==> config.mk <==
export PLATFORM = sky130hd
export DESIGN_NAME = xillybus_lite_regs
export DESIGN_NICKNAME = d
export VERILOG_FILES = /design/src/rtl/xillybus_lite_regs.sv
export SDC_FILE = /design/constraint.sdc
export NUM_CORES = 1
export LEC_CHECK = 0
export ABC_CLOCK_PERIOD_IN_PS = 4700
export BUFFER_PORTS_ARGS = -buffer_cell sky130_fd_sc_hd__buf_2
export CAP_MARGIN = 20
export CORE_ASPECT_RATIO = 2
export CORE_MARGIN = 2
export CORE_UTILIZATION = 49
export DETAILED_ROUTE_END_ITERATION = 7
export MAX_ROUTING_LAYER = met4
export PLACE_DENSITY_LB_ADDON = 0.2
export SLEW_MARGIN = 20
export SYNTH_ARGS = -nofsm -noshare
export SYNTH_HDL_FRONTEND = slang
export SYNTH_SLANG_ARGS = --single-unit
==> constraint.sdc <==
create_clock -name bus_clk -period 4.7 [get_ports bus_clk]
set_input_delay 0 -clock bus_clk [delete_from_list [all_inputs] [get_ports bus_clk]]
set_output_delay 0 -clock bus_clk [all_outputs]
set_load 0.01 [all_outputs]
==> src/rtl/xillybus_lite_regs.sv <==
// xillybus_lite_regs: AXI4-Lite slave holding the control/status register bank
// (ID, CTRL, W1C IRQ_STATUS with mask, SCRATCH, DOORBELL).
// Optional feature macro: XILLYBUS_LITE_REGS_TIMESTAMP_EN adds a 64-bit cycle
// counter readable at TS_LO (0x18) / TS_HI (0x1C); without it those offsets
// are unmapped.
module xillybus_lite_regs #(
  parameter int          C_S_AXI_ADDR_WIDTH = 32,
  parameter int          C_S_AXI_DATA_WIDTH = 32,
  parameter logic [31:0] C_ID_VALUE         = 32'h58494C4C
) (
  input  logic                            bus_clk,
  input  logic                            bus_rst,
  input  logic [C_S_AXI_ADDR_WIDTH-1:0]   S_AXI_AWADDR,
  input  logic                            S_AXI_AWVALID,
  output logic                            S_AXI_AWREADY,
  input  logic [C_S_AXI_DATA_WIDTH-1:0]   S_AXI_WDATA,
  input  logic [C_S_AXI_DATA_WIDTH/8-1:0] S_AXI_WSTRB,
  input  logic                            S_AXI_WVALID,
  output logic                            S_AXI_WREADY,
  output logic [1:0]                      S_AXI_BRESP,
  output logic                            S_AXI_BVALID,
  input  logic                            S_AXI_BREADY,
  input  logic [C_S_AXI_ADDR_WIDTH-1:0]   S_AXI_ARADDR,
  input  logic                            S_AXI_ARVALID,
  output logic                            S_AXI_ARREADY,
  output logic [C_S_AXI_DATA_WIDTH-1:0]   S_AXI_RDATA,
  output logic [1:0]                      S_AXI_RRESP,
  output logic                            S_AXI_RVALID,
  input  logic                            S_AXI_RREADY,
  input  logic [7:0]                      irq_event,
  output logic [7:0]                      ctrl_out,
  output logic                            doorbell_pulse,
  output logic [31:0]                     doorbell_data,
  output logic                            host_interrupt
);

  localparam logic [6:0] IDX_ID       = 7'd0;
  localparam logic [6:0] IDX_CTRL     = 7'd1;
  localparam logic [6:0] IDX_STATUS   = 7'd2;
  localparam logic [6:0] IDX_MASK     = 7'd3;
  localparam logic [6:0] IDX_SCRATCH  = 7'd4;
  localparam logic [6:0] IDX_DOORBELL = 7'd5;
`ifdef XILLYBUS_LITE_REGS_TIMESTAMP_EN
  localparam logic [6:0] IDX_TS_LO    = 7'd6;
  localparam logic [6:0] IDX_TS_HI    = 7'd7;
`endif

  localparam logic [1:0] RESP_OKAY   = 2'b00;
  localparam logic [1:0] RESP_SLVERR = 2'b10;

  typedef enum logic [1:0] {W_IDLE, W_ACK, W_RESP} w_state_t;
  typedef enum logic [1:0] {R_IDLE, R_ACK, R_DATA} r_state_t;

  w_state_t    w_state;
  r_state_t    r_state;
  logic [6:0]  wr_idx;
  logic [6:0]  rd_idx;
  logic        wr_en;
  logic        wr_mapped;
  logic [31:0] rd_data;
  logic        rd_err;
  logic [7:0]  irq_status;
  logic [7:0]  irq_mask;
  logic [7:0]  w1c_bits;
  logic [31:0] scratch;
  logic        unused_addr_bits;

`ifdef XILLYBUS_LITE_REGS_TIMESTAMP_EN
  logic [63:0] ts_count;
  logic [31:0] ts_shadow;
`endif

  // Only byte offsets [8:2] are decoded; remaining address bits are don't-care.
  assign wr_idx = S_AXI_AWADDR[8:2];
  assign rd_idx = S_AXI_ARADDR[8:2];
  assign unused_addr_bits = ^{S_AXI_AWADDR[C_S_AXI_ADDR_WIDTH-1:9], S_AXI_AWADDR[1:0],
                              S_AXI_ARADDR[C_S_AXI_ADDR_WIDTH-1:9], S_AXI_ARADDR[1:0]};

  // Registers are updated from the live bus during W_ACK, where AW/W are held.
  assign wr_en = (w_state == W_ACK);

  // Write address decode: which offsets answer OKAY.
  always_comb begin
    wr_mapped = 1'b0;
    case (wr_idx)
      IDX_ID, IDX_CTRL, IDX_STATUS, IDX_MASK, IDX_SCRATCH, IDX_DOORBELL: wr_mapped = 1'b1;
`ifdef XILLYBUS_LITE_REGS_TIMESTAMP_EN
      IDX_TS_LO, IDX_TS_HI: wr_mapped = 1'b1;
`endif
      default: wr_mapped = 1'b0;
    endcase
  end

  // Write channel FSM: accept AW+W together, respond, fire doorbell.
  always_ff @(posedge bus_clk or posedge bus_rst) begin
    if (bus_rst) begin
      w_state        <= W_IDLE;
      S_AXI_AWREADY  <= 1'b0;
      S_AXI_WREADY   <= 1'b0;
      S_AXI_BVALID   <= 1'b0;
      S_AXI_BRESP    <= '0;
      doorbell_pulse <= 1'b0;
      doorbell_data  <= '0;
    end else begin
      doorbell_pulse <= 1'b0;
      case (w_state)
        W_IDLE: begin
          if (S_AXI_AWVALID && S_AXI_WVALID) begin
            S_AXI_AWREADY <= 1'b1;
            S_AXI_WREADY  <= 1'b1;
            w_state       <= W_ACK;
          end
        end
        W_ACK: begin
          S_AXI_AWREADY <= 1'b0;
          S_AXI_WREADY  <= 1'b0;
          S_AXI_BVALID  <= 1'b1;
          S_AXI_BRESP   <= wr_mapped ? RESP_OKAY : RESP_SLVERR;
          if (wr_idx == IDX_DOORBELL) begin
            doorbell_pulse <= 1'b1;
            doorbell_data  <= S_AXI_WDATA[31:0];
          end
          w_state <= W_RESP;
        end
        W_RESP: begin
          if (S_AXI_BREADY) begin
            S_AXI_BVALID <= 1'b0;
            w_state      <= W_IDLE;
          end
        end
        default: w_state <= W_IDLE;
      endcase
    end
  end

  // Plain RW registers: CTRL and MASK on strobe 0, SCRATCH per byte lane.
  always_ff @(posedge bus_clk or posedge bus_rst) begin
    if (bus_rst) begin
      ctrl_out <= '0;
      irq_mask <= '0;
      scratch  <= '0;
    end else if (wr_en) begin
      if (wr_idx == IDX_CTRL && S_AXI_WSTRB[0]) ctrl_out <= S_AXI_WDATA[7:0];
      if (wr_idx == IDX_MASK && S_AXI_WSTRB[0]) irq_mask <= S_AXI_WDATA[7:0];
      if (wr_idx == IDX_SCRATCH) begin
        for (int unsigned b = 0; b < 4; b++) begin
          if (S_AXI_WSTRB[b]) scratch[8*b +: 8] <= S_AXI_WDATA[8*b +: 8];
        end
      end
    end
  end

  assign w1c_bits = (wr_en && wr_idx == IDX_STATUS && S_AXI_WSTRB[0]) ? S_AXI_WDATA[7:0] : '0;

  // Interrupt status: clear first, then OR in new events so a same-cycle event wins.
  always_ff @(posedge bus_clk or posedge bus_rst) begin
    if (bus_rst) irq_status <= '0;
    else         irq_status <= (irq_status & ~w1c_bits) | irq_event;
  end

  // Registered combined interrupt toward the host.
  always_ff @(posedge bus_clk or posedge bus_rst) begin
    if (bus_rst) host_interrupt <= 1'b0;
    else         host_interrupt <= |(irq_status & irq_mask);
  end

  // Read mux; unmapped offsets return zero with an error flag.
  always_comb begin
    rd_data = '0;
    rd_err  = 1'b0;
    case (rd_idx)
      IDX_ID:       rd_data = C_ID_VALUE;
      IDX_CTRL:     rd_data = {24'h0, ctrl_out};
      IDX_STATUS:   rd_data = {24'h0, irq_status};
      IDX_MASK:     rd_data = {24'h0, irq_mask};
      IDX_SCRATCH:  rd_data = scratch;
      IDX_DOORBELL: rd_data = '0;
`ifdef XILLYBUS_LITE_REGS_TIMESTAMP_EN
      IDX_TS_LO:    rd_data = ts_count[31:0];
      IDX_TS_HI:    rd_data = ts_shadow;
`endif
      default:      rd_err  = 1'b1;
    endcase
  end

  // Read channel FSM: ARREADY one cycle, then hold RDATA/RVALID until RREADY.
  always_ff @(posedge bus_clk or posedge bus_rst) begin
    if (bus_rst) begin
      r_state       <= R_IDLE;
      S_AXI_ARREADY <= 1'b0;
      S_AXI_RVALID  <= 1'b0;
      S_AXI_RDATA   <= '0;
      S_AXI_RRESP   <= '0;
    end else begin
      case (r_state)
        R_IDLE: begin
          if (S_AXI_ARVALID) begin
            S_AXI_ARREADY <= 1'b1;
            r_state       <= R_ACK;
          end
        end
        R_ACK: begin
          S_AXI_ARREADY <= 1'b0;
          S_AXI_RVALID  <= 1'b1;
          S_AXI_RDATA   <= rd_data;
          S_AXI_RRESP   <= rd_err ? RESP_SLVERR : RESP_OKAY;
          r_state       <= R_DATA;
        end
        R_DATA: begin
          if (S_AXI_RREADY) begin
            S_AXI_RVALID <= 1'b0;
            r_state      <= R_IDLE;
          end
        end
        default: r_state <= R_IDLE;
      endcase
    end
  end

`ifdef XILLYBUS_LITE_REGS_TIMESTAMP_EN
  // Free-running cycle counter; TS_LO reads snapshot the upper word for TS_HI.
  always_ff @(posedge bus_clk or posedge bus_rst) begin
    if (bus_rst) begin
      ts_count  <= '0;
      ts_shadow <= '0;
    end else begin
      ts_count <= ts_count + 64'd1;
      if (r_state == R_ACK && rd_idx == IDX_TS_LO) ts_shadow <= ts_count[63:32];
    end
  end
`endif

endmodule

Yosys cells after proc, flatten, opt, wreduce, memory -nomap -nowiden

Cells that the tools add are included.

Output and inout bits: 83
Memories kept: 0
Bits in writable memories: 0
Memory bits (read-only): 0
Bits in registers: 134
Latch bits: 0

Equal/unequal tests: 18
Multiplexer cells: 21
Reductions and logical operators: 29
Bitwise gates (word level): 4
Divide/modulo/power cells: 0
Shift-type cells: 0
Multiply operators: 0
Order comparisons: 0
Add/subtract/negate cells: 0

Operators by type and width:

| operator           | count |
|---|---|
| $pmux 32 s5        | 1 |
| $eq 7x2->1 const B | 4 |
| $eq 7x3->1 const B | 4 |
| $reduce_and 2->1   | 9 |
| $and 8x8->8        | 2 |
| $eq 7x1->1 const B | 2 |
| $logic_not 7->1    | 2 |
| $mux 2             | 6 |
| $pmux 2 s3         | 2 |
| $reduce_and 3->1   | 4 |
| $reduce_or 6->1    | 2 |
| $mux 8             | 1 |
| $ne 2x2->1 const B | 4 |
| $not 8->8          | 1 |
| $or 8x8->8         | 1 |
| $pmux 1 s2         | 4 |
| $reduce_bool 2->1  | 4 |
| $reduce_or 8->1    | 1 |
| $mux 1             | 7 |
| $logic_and 1x1->1  | 5 |
| $eq 2x1->1 const B | 2 |
| $eq 2x2->1 const B | 2 |
| $logic_not 2->1    | 2 |

Logic depth before layout (Yosys ltp)

Gate-level depths: netlist of the first run.

Depth after elaboration: 7
Mapped depth: 6
Depth with buffers taken out: 4

Worst setup path before layout of the first run

Ideal clock, no wire load.

Kind: register to register
Start point: reg w_state[1]
End point: reg ctrl_out[0]
Clock period less this slack: 1981 ps
Arrival time: 1856 ps
Slack: 2719 ps
Path buffers: 0
Cell stages (with the launch flop): 5
Cells stage by stage: dfrtp_1 nand2b_1 or4b_4 nor3_4 mux2_2

Word-level cells in the longest chain between the ends: 2

RTL lines:

| what                       | line | RTL |
|---|---|---|
| from (decl)                | 54   | `w_state_t w_state;` |
| from (signal assigned)     | 97   | `w_state <= W_IDLE;` |
| from (signal assigned)     | 111  | `w_state <= W_ACK;` |
| from (signal assigned)     | 123  | `w_state <= W_RESP;` |
| $eq 2x1->1                 | 80   | `assign wr_en = (w_state == W_ACK);` |
| $reduce_and 2->1 (no line) | n/a  |  |
| to (signal assigned)       | 143  | `if (wr_idx == IDX_CTRL && S_AXI_WSTRB[0]) ctrl_out <= S_AXI_WDATA[7:0];` |
| to (decl)                  | 31   | `output logic [7:0] ctrl_out,` |

Every way passes these cells.
A chain may end at the register's enable or synchronous reset.

Worst setup path after layout of the first run

Start point: in S_AXI_AWADDR[6]
End point: reg irq_status[3]

Word-level cells in the longest chain between the ends: 7

RTL lines:

| what                            | line | RTL |
|---|---|---|
| from (decl)                     | 13   | `input logic [C_S_AXI_ADDR_WIDTH-1:0] S_AXI_AWADDR,` |
| $eq 7x2->1                      | 153  | `assign w1c_bits = (wr_en && wr_idx == IDX_STATUS && S_AXI_WSTRB[0]) ? S_AXI_WDATA[7:0] : '0;` |
| $logic_and 1x1->1 (2 in series) | 153  |  |
| $mux 8                          | 153  |  |
| $not 8->8                       | 158  | `else irq_status <= (irq_status & ~w1c_bits) \| irq_event;` |
| $and 8x8->8                     | 158  |  |
| $or 8x8->8                      | 158  |  |
| to (signal assigned)            | 158  |  |
| to (decl)                       | 62   | `logic [7:0] irq_status;` |

Every way passes these cells.

==> qor.yml, run 1 <==
grt:
  grt_start_max_net_pins: 85
  antenna_found_initial: 0
  grt.overflow.total: 0
  grt_first_pass_wirelength_um: 21100
  total_routing_usage_gr_pct: 23.7
  grt_pass1_vias: 4413
timing:
  period_share_pct: 57.3
  final_period_demand_of_the_worst_path_ns: 2.69
  final-setup-viol-count: 0
  timing.fmax_mhz: 372
  worst_pin_slew_ns: 0.996
  setup-tns-final_ns: 0
  drv_slew: 0
  report.final.hold_viol_count: 0
  worst_clock_skew_ns: 0.00917
  rsz0062_at_grt: "false"
  timing.max_slew.rel_slack_pct: 33.0
critical_path:
  critPathCapture: "irq_status[3]"
  worst_setup_path_startpoint: "S_AXI_AWADDR[6]"
  rr_worst_depth: 5
  timing.critical_path.from_type: "primary input"
  timing.critical_path.fanout_max: 8
  worstSetupEndpointType: "register"
  rr_endpoint: "irq_status[3]"
  worst-endpoint-required_ns: 4.99
  r2r_setup_slack_ns: 2.14
  worstReg2RegStart: "w_state[1]"
  setup.worst_path.class: "in2reg"
  arrival_ns: 2.98
logic_synthesis:
  synth_flop_cell: "dfrtp_1"
  post_synth_inst_count: 421
  synth_top_cell_area_share_pct: 61.3
  yosys_register_bits: 132
  postSynth.asyncResetShare_pct: 100
  synth-edff-count: 0
  synth_top_cells_by_count: "dfrtp_1 (132), mux2_2 (85), nand2_1 (60), o21ai_0 (28), clkbuf_1 (15)"
  post_synth_main_area_contributors: "dfrtp_1 (61%), mux2_2 (18%), nand2_1 (4.2%)"
  yosysUniqueCellTypes: 37
  synth_most_common_cell: "dfrtp_1"
  seq_area_frac_synth_pct: 61.3
  postSynthAreaPerCell_sq_um: 12.8
  synth_largest_area_cell: "dfrtp_1"
  synth_warnings: 0
  netlist_area_sq_um: 5390
clock_network:
  cts_setup_buffers: 0
  ctsRootBufferMaster: "clkbuf_16"
  cts-buffers-inserted: 17
  clock_tree.htree_level_count: 4
  cts-hold-fix-buffers: 57
  tritoncts: "yes"
  path_clk_slew_ns: 0.06
  cts_max_path_buffers: 2
  clk-insertion-delay-late_ns: 0.41
  cts_resized: 0
  clkSinkCount: 132
power:
  cellLeakagePower_nw: 3.78
  sw_frac_of_total_pct: 23.8
  cellInternalPower_mw: 2.26
  peakVddDrop_uv: 285
  p_clk_share_pct: 47.7
  switching_power_mw: 0.707
  power.combinational.fraction_pct: 10.9
  power.sequential.fraction_pct: 41.5
  power.density_cell_area_nw_per_um2: 398
finish:
  diodes: 0
  final_core_utilization_pct: 68.9
  fin_nets: 740
  stdcell_area_sq_um: 7450
  fillers: 800
  syn2layout_area_growth_pct: 38.4
  layout-drive-gt1-share_pct: 42.9
worst_hold_path:
  worstHoldPathCells: 2
  holdCritPathClass: "in2reg"
run_status:
  status: "complete, no violations"
route:
  drt-pass1-iter-count: 5
  met1_length_um: 4830
  detail_route.vias_per_cell: 5.21
  totalWireLength_um: 13000
  route.met3.wl_um: 475
  residual_drc: 0
  route.met2.wl_um: 7320
  final_antenna_net_count: 0
  detail_route.wl_per_cell_um: 16.7
  initialDrtViolationCount: 224
  highest-signal-layer: "met4"
  number_of_vias_after_detailed_routing: 4054
job:
  max_cap_viol_count: 0
place:
  gpl.final_weighted_congestion: 0.816
  port_buffer_count: 145
  dp.final_hpwl_um: 8970
  placedInstanceArea_sq_um: 6230
floorplanning:
  die_y_um: 152
  die_outline_area_sq_um: 11900
  floorplan.rows: 54
  io-pin-count: 198
  floorplan.initialDensity_pct: 49.8
  coreArea_sq_um: 10800
  die_span_in_x_um: 78.1
==> registers in the layout (all words and copies together), names as in the netlist, 2 cells and up <==
name	count
r_state	2
ctrl_out	8
irq_mask	8
scratch	32
irq_status	8
w_state	2
doorbell_data	32
S_AXI_RDATA	32
==> area by class of cell <==
| type | count | area, sq um | area share [%] |
|---|---|---|---|
| Sequential cell | 132 | 3300 | 44.3 |
| Inverter | 5 | 23.8 | 0.319 |
| Timing Repair Buffer | 206 | 1330 | 17.8 |
| Multi-Input combinational cell | 263 | 1980 | 26.6 |
| Clock inverter | 11 | 174 | 2.33 |
| Clock buffer | 21 | 470 | 6.31 |
| Tap cell | 140 | 175 | 2.35 |
==> cell families after synthesis <==
logic type	synth area share [%]
compound gates	8.85
buf+inv	2.16
flops	61.3
mux	17.8
other cells	0.0696
simple gates	9.83
==> through the flow <==
stage,cells,power [mW],setup WS (ns),hold WS (ns)
after floorplan,422,1.42,1.17,0.0923
after global placement,689,1.54,2.37,0.180
after detailed placement,689,1.55,2.31,0.180
after CTS,778,2.99,2.06,0.0153
after global routing,778,3.08,1.93,0.0299
final,778,2.97,2.01,0.0241
==> per-layer routing <==
metal / vias to the layer above / track usage, %
li1: 1899 / -
met1: 2007 / 23.9
met2: 122 / 43.1
met3: 26 / 5.75
met4: 0 / 9.27
met5: - / -
==> worst max-delay path: stages <==
cell,delay (ns)
dlygate4sd3_1,0.54
buf_2,0.13
or4_1,0.55
nor4_2,0.85
nand2_1,0.13
a21o_1,0.21
dlygate4sd3_1,0.56
==> how the worst min path moves through the flow <==
stage	startpoint	endpoint	slack, ns
floorplan	irq_event[0]	irq_status[0]	0.09
global placement	irq_event[6]	irq_status[6]	0.18
detailed placement	irq_event[1]	irq_status[1]	0.18
CTS	S_AXI_AWADDR[3]	doorbell_pulse	0.02
global route	S_AXI_AWADDR[3]	doorbell_pulse	0.03
finish	S_AXI_AWADDR[3]	doorbell_pulse	0.02
==> layout by cell type (no fill, tap or decap), drive strengths merged, types with 2 or more instances in the layout <==
cell and n:
inv 6, nand2b 4, nand3 3, clkinvlp 3, buf 149, a31oi 3
o21ai 28, conb 2, a22oi 4, nor3b 3, mux2 85, a32oi 3
nor3 6, a21oi 6, nor2 4, a222oi 4, clkbuf 21, nand2 60
dlygate4sd3 57, dfrtp 132, o31ai 9, a21o 13, or4 2, nor2b 12
bufinv 4, nor4 2, clkinv 3
==> power by group through the flow <==
stage	clock network, mW	logic (mW)	registers, mW
after global routing	1.49	0.358	1.24
final	1.41	0.323	1.23
after CTS	1.43	0.327	1.23
after detailed placement	0	0.296	1.25
after global placement	0	0.289	1.25
after floorplan	0	0.153	1.26
(Power assumes the default switching activity.)
==> inputs of run 2 (changes only) <==
--- a/config.mk
+++ b/config.mk
@@ -5,7 +5,7 @@
 export SDC_FILE = /design/constraint.sdc
 export NUM_CORES = 1
 export LEC_CHECK = 0
-export ABC_CLOCK_PERIOD_IN_PS = 4700
+export ABC_CLOCK_PERIOD_IN_PS = 2700
 export BUFFER_PORTS_ARGS = -buffer_cell sky130_fd_sc_hd__buf_2
 export CAP_MARGIN = 20
 export CORE_ASPECT_RATIO = 2
==> constraint.sdc (replaced) <==
create_clock -name bus_clk -period 2.7 [get_ports bus_clk]
set_input_delay 0 -clock bus_clk [delete_from_list [all_inputs] [get_ports bus_clk]]
set_output_delay 0 -clock bus_clk [all_outputs]
set_load 0.01 [all_outputs]
==> run 2 against run 1 <==
  * Hold slack better by 0.0077 ns
  * Global-route usage up 0.35 points
  * Final cell count up 0.26%
  * Count of clock-buffer cells in the layout unchanged
  * Critical path type is now reg2reg
  * Critical endpoint is now ctrl_out[7]
  * Largest power group unchanged
==> qor.yml, run 2 (synthesized netlist as in run 1, its figures left out) <==
run_status:
  status: "complete, no violations"
grt:
  grt.overflow.total: 0
  total_routing_usage_gr_pct: 24.1
  grt_first_pass_wirelength_um: 21500
  grt_start_max_net_pins: 133
  antenna_found_initial: 0
  grt_pass1_vias: 4420
power:
  switching_power_mw: 1.20
  p_clk_share_pct: 46.6
  sw_frac_of_total_pct: 23.7
  power.combinational.fraction_pct: 11.1
  power.sequential.fraction_pct: 42.3
  cellInternalPower_mw: 3.87
  post-layout-total-power_mw: 5.08
  peakVddDrop_uv: 593
  power.density_cell_area_nw_per_um2: 682
  cellLeakagePower_nw: 3.78
timing:
  report.final.hold_viol_count: 0
  rsz0062_at_grt: "false"
  final-setup-viol-count: 0
  setup-tns-final_ns: 0
  setup_slack_ns: 0.429
  period_share_pct: 84.1
  timing.fmax_mhz: 440
  final_period_demand_of_the_worst_path_ns: 2.27
  drv_slew: 0
  worst_pin_slew_ns: 0.711
  timing.max_slew.rel_slack_pct: 52.6
  worst_clock_skew_ns: 0.00581
  holdWs_ns: 0.0318
place:
  dp_worst_setup_slack_ns: 0.445
  port_buffer_count: 145
  place_inst: 692
  dp.final_hpwl_um: 8860
  placedInstanceArea_sq_um: 6270
  gpl.final_weighted_congestion: 0.841
clock_network:
  tritoncts: "yes"
  clock_tree.htree_level_count: 4
  ctsRootBufferMaster: "clkbuf_16"
  cts-buffers-inserted: 17
  clk-insertion-delay-late_ns: 0.41
  path_clk_slew_ns: 0.05
  clkSinkCount: 132
  cts_max_path_buffers: 2
floorplanning:
  floorplan.initialDensity_pct: 49.8
  die_outline_area_sq_um: 11900
  floorplan.rows: 54
  die_span_in_x_um: 78.1
  io-pin-count: 198
  coreArea_sq_um: 10800
  die_y_um: 152
critical_path:
  setup.worst_path.class: "reg2reg"
  timing.critical_path.fanout_max: 8
  arrival_ns: 2.57
  worstSetupEndpointType: "register"
  timing.critical_path.from_type: "register"
  worst-endpoint-required_ns: 3.00
route:
  final_antenna_net_count: 0
  route.met3.wl_um: 454
  met1_length_um: 4960
  number_of_vias_after_detailed_routing: 4114
  route.met2.wl_um: 7450
  totalWireLength_um: 13300
  residual_drc: 0
  detail_route.wl_per_cell_um: 17.0
  initialDrtViolationCount: 269
  detail_route.vias_per_cell: 5.27
  highest-signal-layer: "met4"
  drt-pass1-iter-count: 5
finish:
  fin_cells: 780
  layout-drive-gt1-share_pct: 42.8
  stdcell_area_sq_um: 7450
  final_core_utilization_pct: 68.9
  layout.cells.most_common: "buf_2"
  mostFrequentLayoutCells: "buf_2 (145), dfrtp_1 (132), mux2_2 (85), nand2_1 (60), dlygate4sd3_1 (57)"
  fin_nets: 743
  syn2layout_area_growth_pct: 38.3
  reg_top3: "S_AXI_RDATA (32), doorbell_data (32), scratch (32)"
  diodes: 0
job:
  max_cap_viol_count: 0
worst_hold_path:
  holdCritPathClass: "in2reg"
## run 2: changes by cell type in the layout (fill, tap and decap cells not counted)
cell	change
clkinv_4	-1
buf_4	+2
clkbuf_1	+2
clkinv_2	+3
clkinvlp_4	-1
clkbuf_8	-2
buf_12	+1
inv_6	-2
## run 2: power groups by stage
| stage | sequential (mW) | combinational, mW | clock [mW] |
|---|---|---|---|
| 4_1_cts | 2.14 | 0.571 | 2.40 |
| 3_3_place_gp | 2.17 | 0.505 | 0 |
| 3_5_place_dp | 2.18 | 0.515 | 0 |
| 6_report | 2.14 | 0.565 | 2.37 |
| 5_1_grt | 2.16 | 0.629 | 2.50 |
| 2_1_floorplan | 2.20 | 0.267 | 0 |
## run 2: worst paths after layout
check	slack [ns]	endpoint	startpoint	cells past startpoint
max in group asynchronous	1.83	scratch[10]	bus_rst	4
hold reg to reg	0.47	S_AXI_RDATA[20]	S_AXI_RDATA[20]	2
min in group asynchronous	0.32	doorbell_data[30]	bus_rst	4
hold / removal	0.03	S_AXI_RRESP[1]	S_AXI_ARADDR[6]	4
setup reg to reg	0.43	ctrl_out[7]	w_state[1]	4
setup / recovery	0.43	ctrl_out[7]	w_state[1]	4
## run 2: worst max-delay path, cell delays in order (launching register included)
cell and delay [ns]:
dfrtp_1 0.42, nand2b_1 0.29, or4b_4 0.58, nor3_4 0.47
mux2_2 0.39
## run 2: area by class of cell
cell class	instances	area (sq um)
sequential	132	3300
timing repair buffer	209	1360
multi-input combinational	263	1980
tap	140	175
fill	785	3360
clock inverter	10	156
clock buffer	21	450
inverter	5	22.5
## run 2: repair_timing
item / 4_1_cts / 5_1_grt
endpoints found under the hold margin: 230 / 0
resized for setup: 0 / 0
hold buffers: 57 / 0
setup endpoints to repair: 0 / 0
setup buffers: 0 / 0
## run 2: metal layers
metal,GRT usage (%),up-vias
met3,4.38,32
met4,9.86,0
met1,24.9,2053
met5,-,-
met2,43.9,127
li1,-,1902
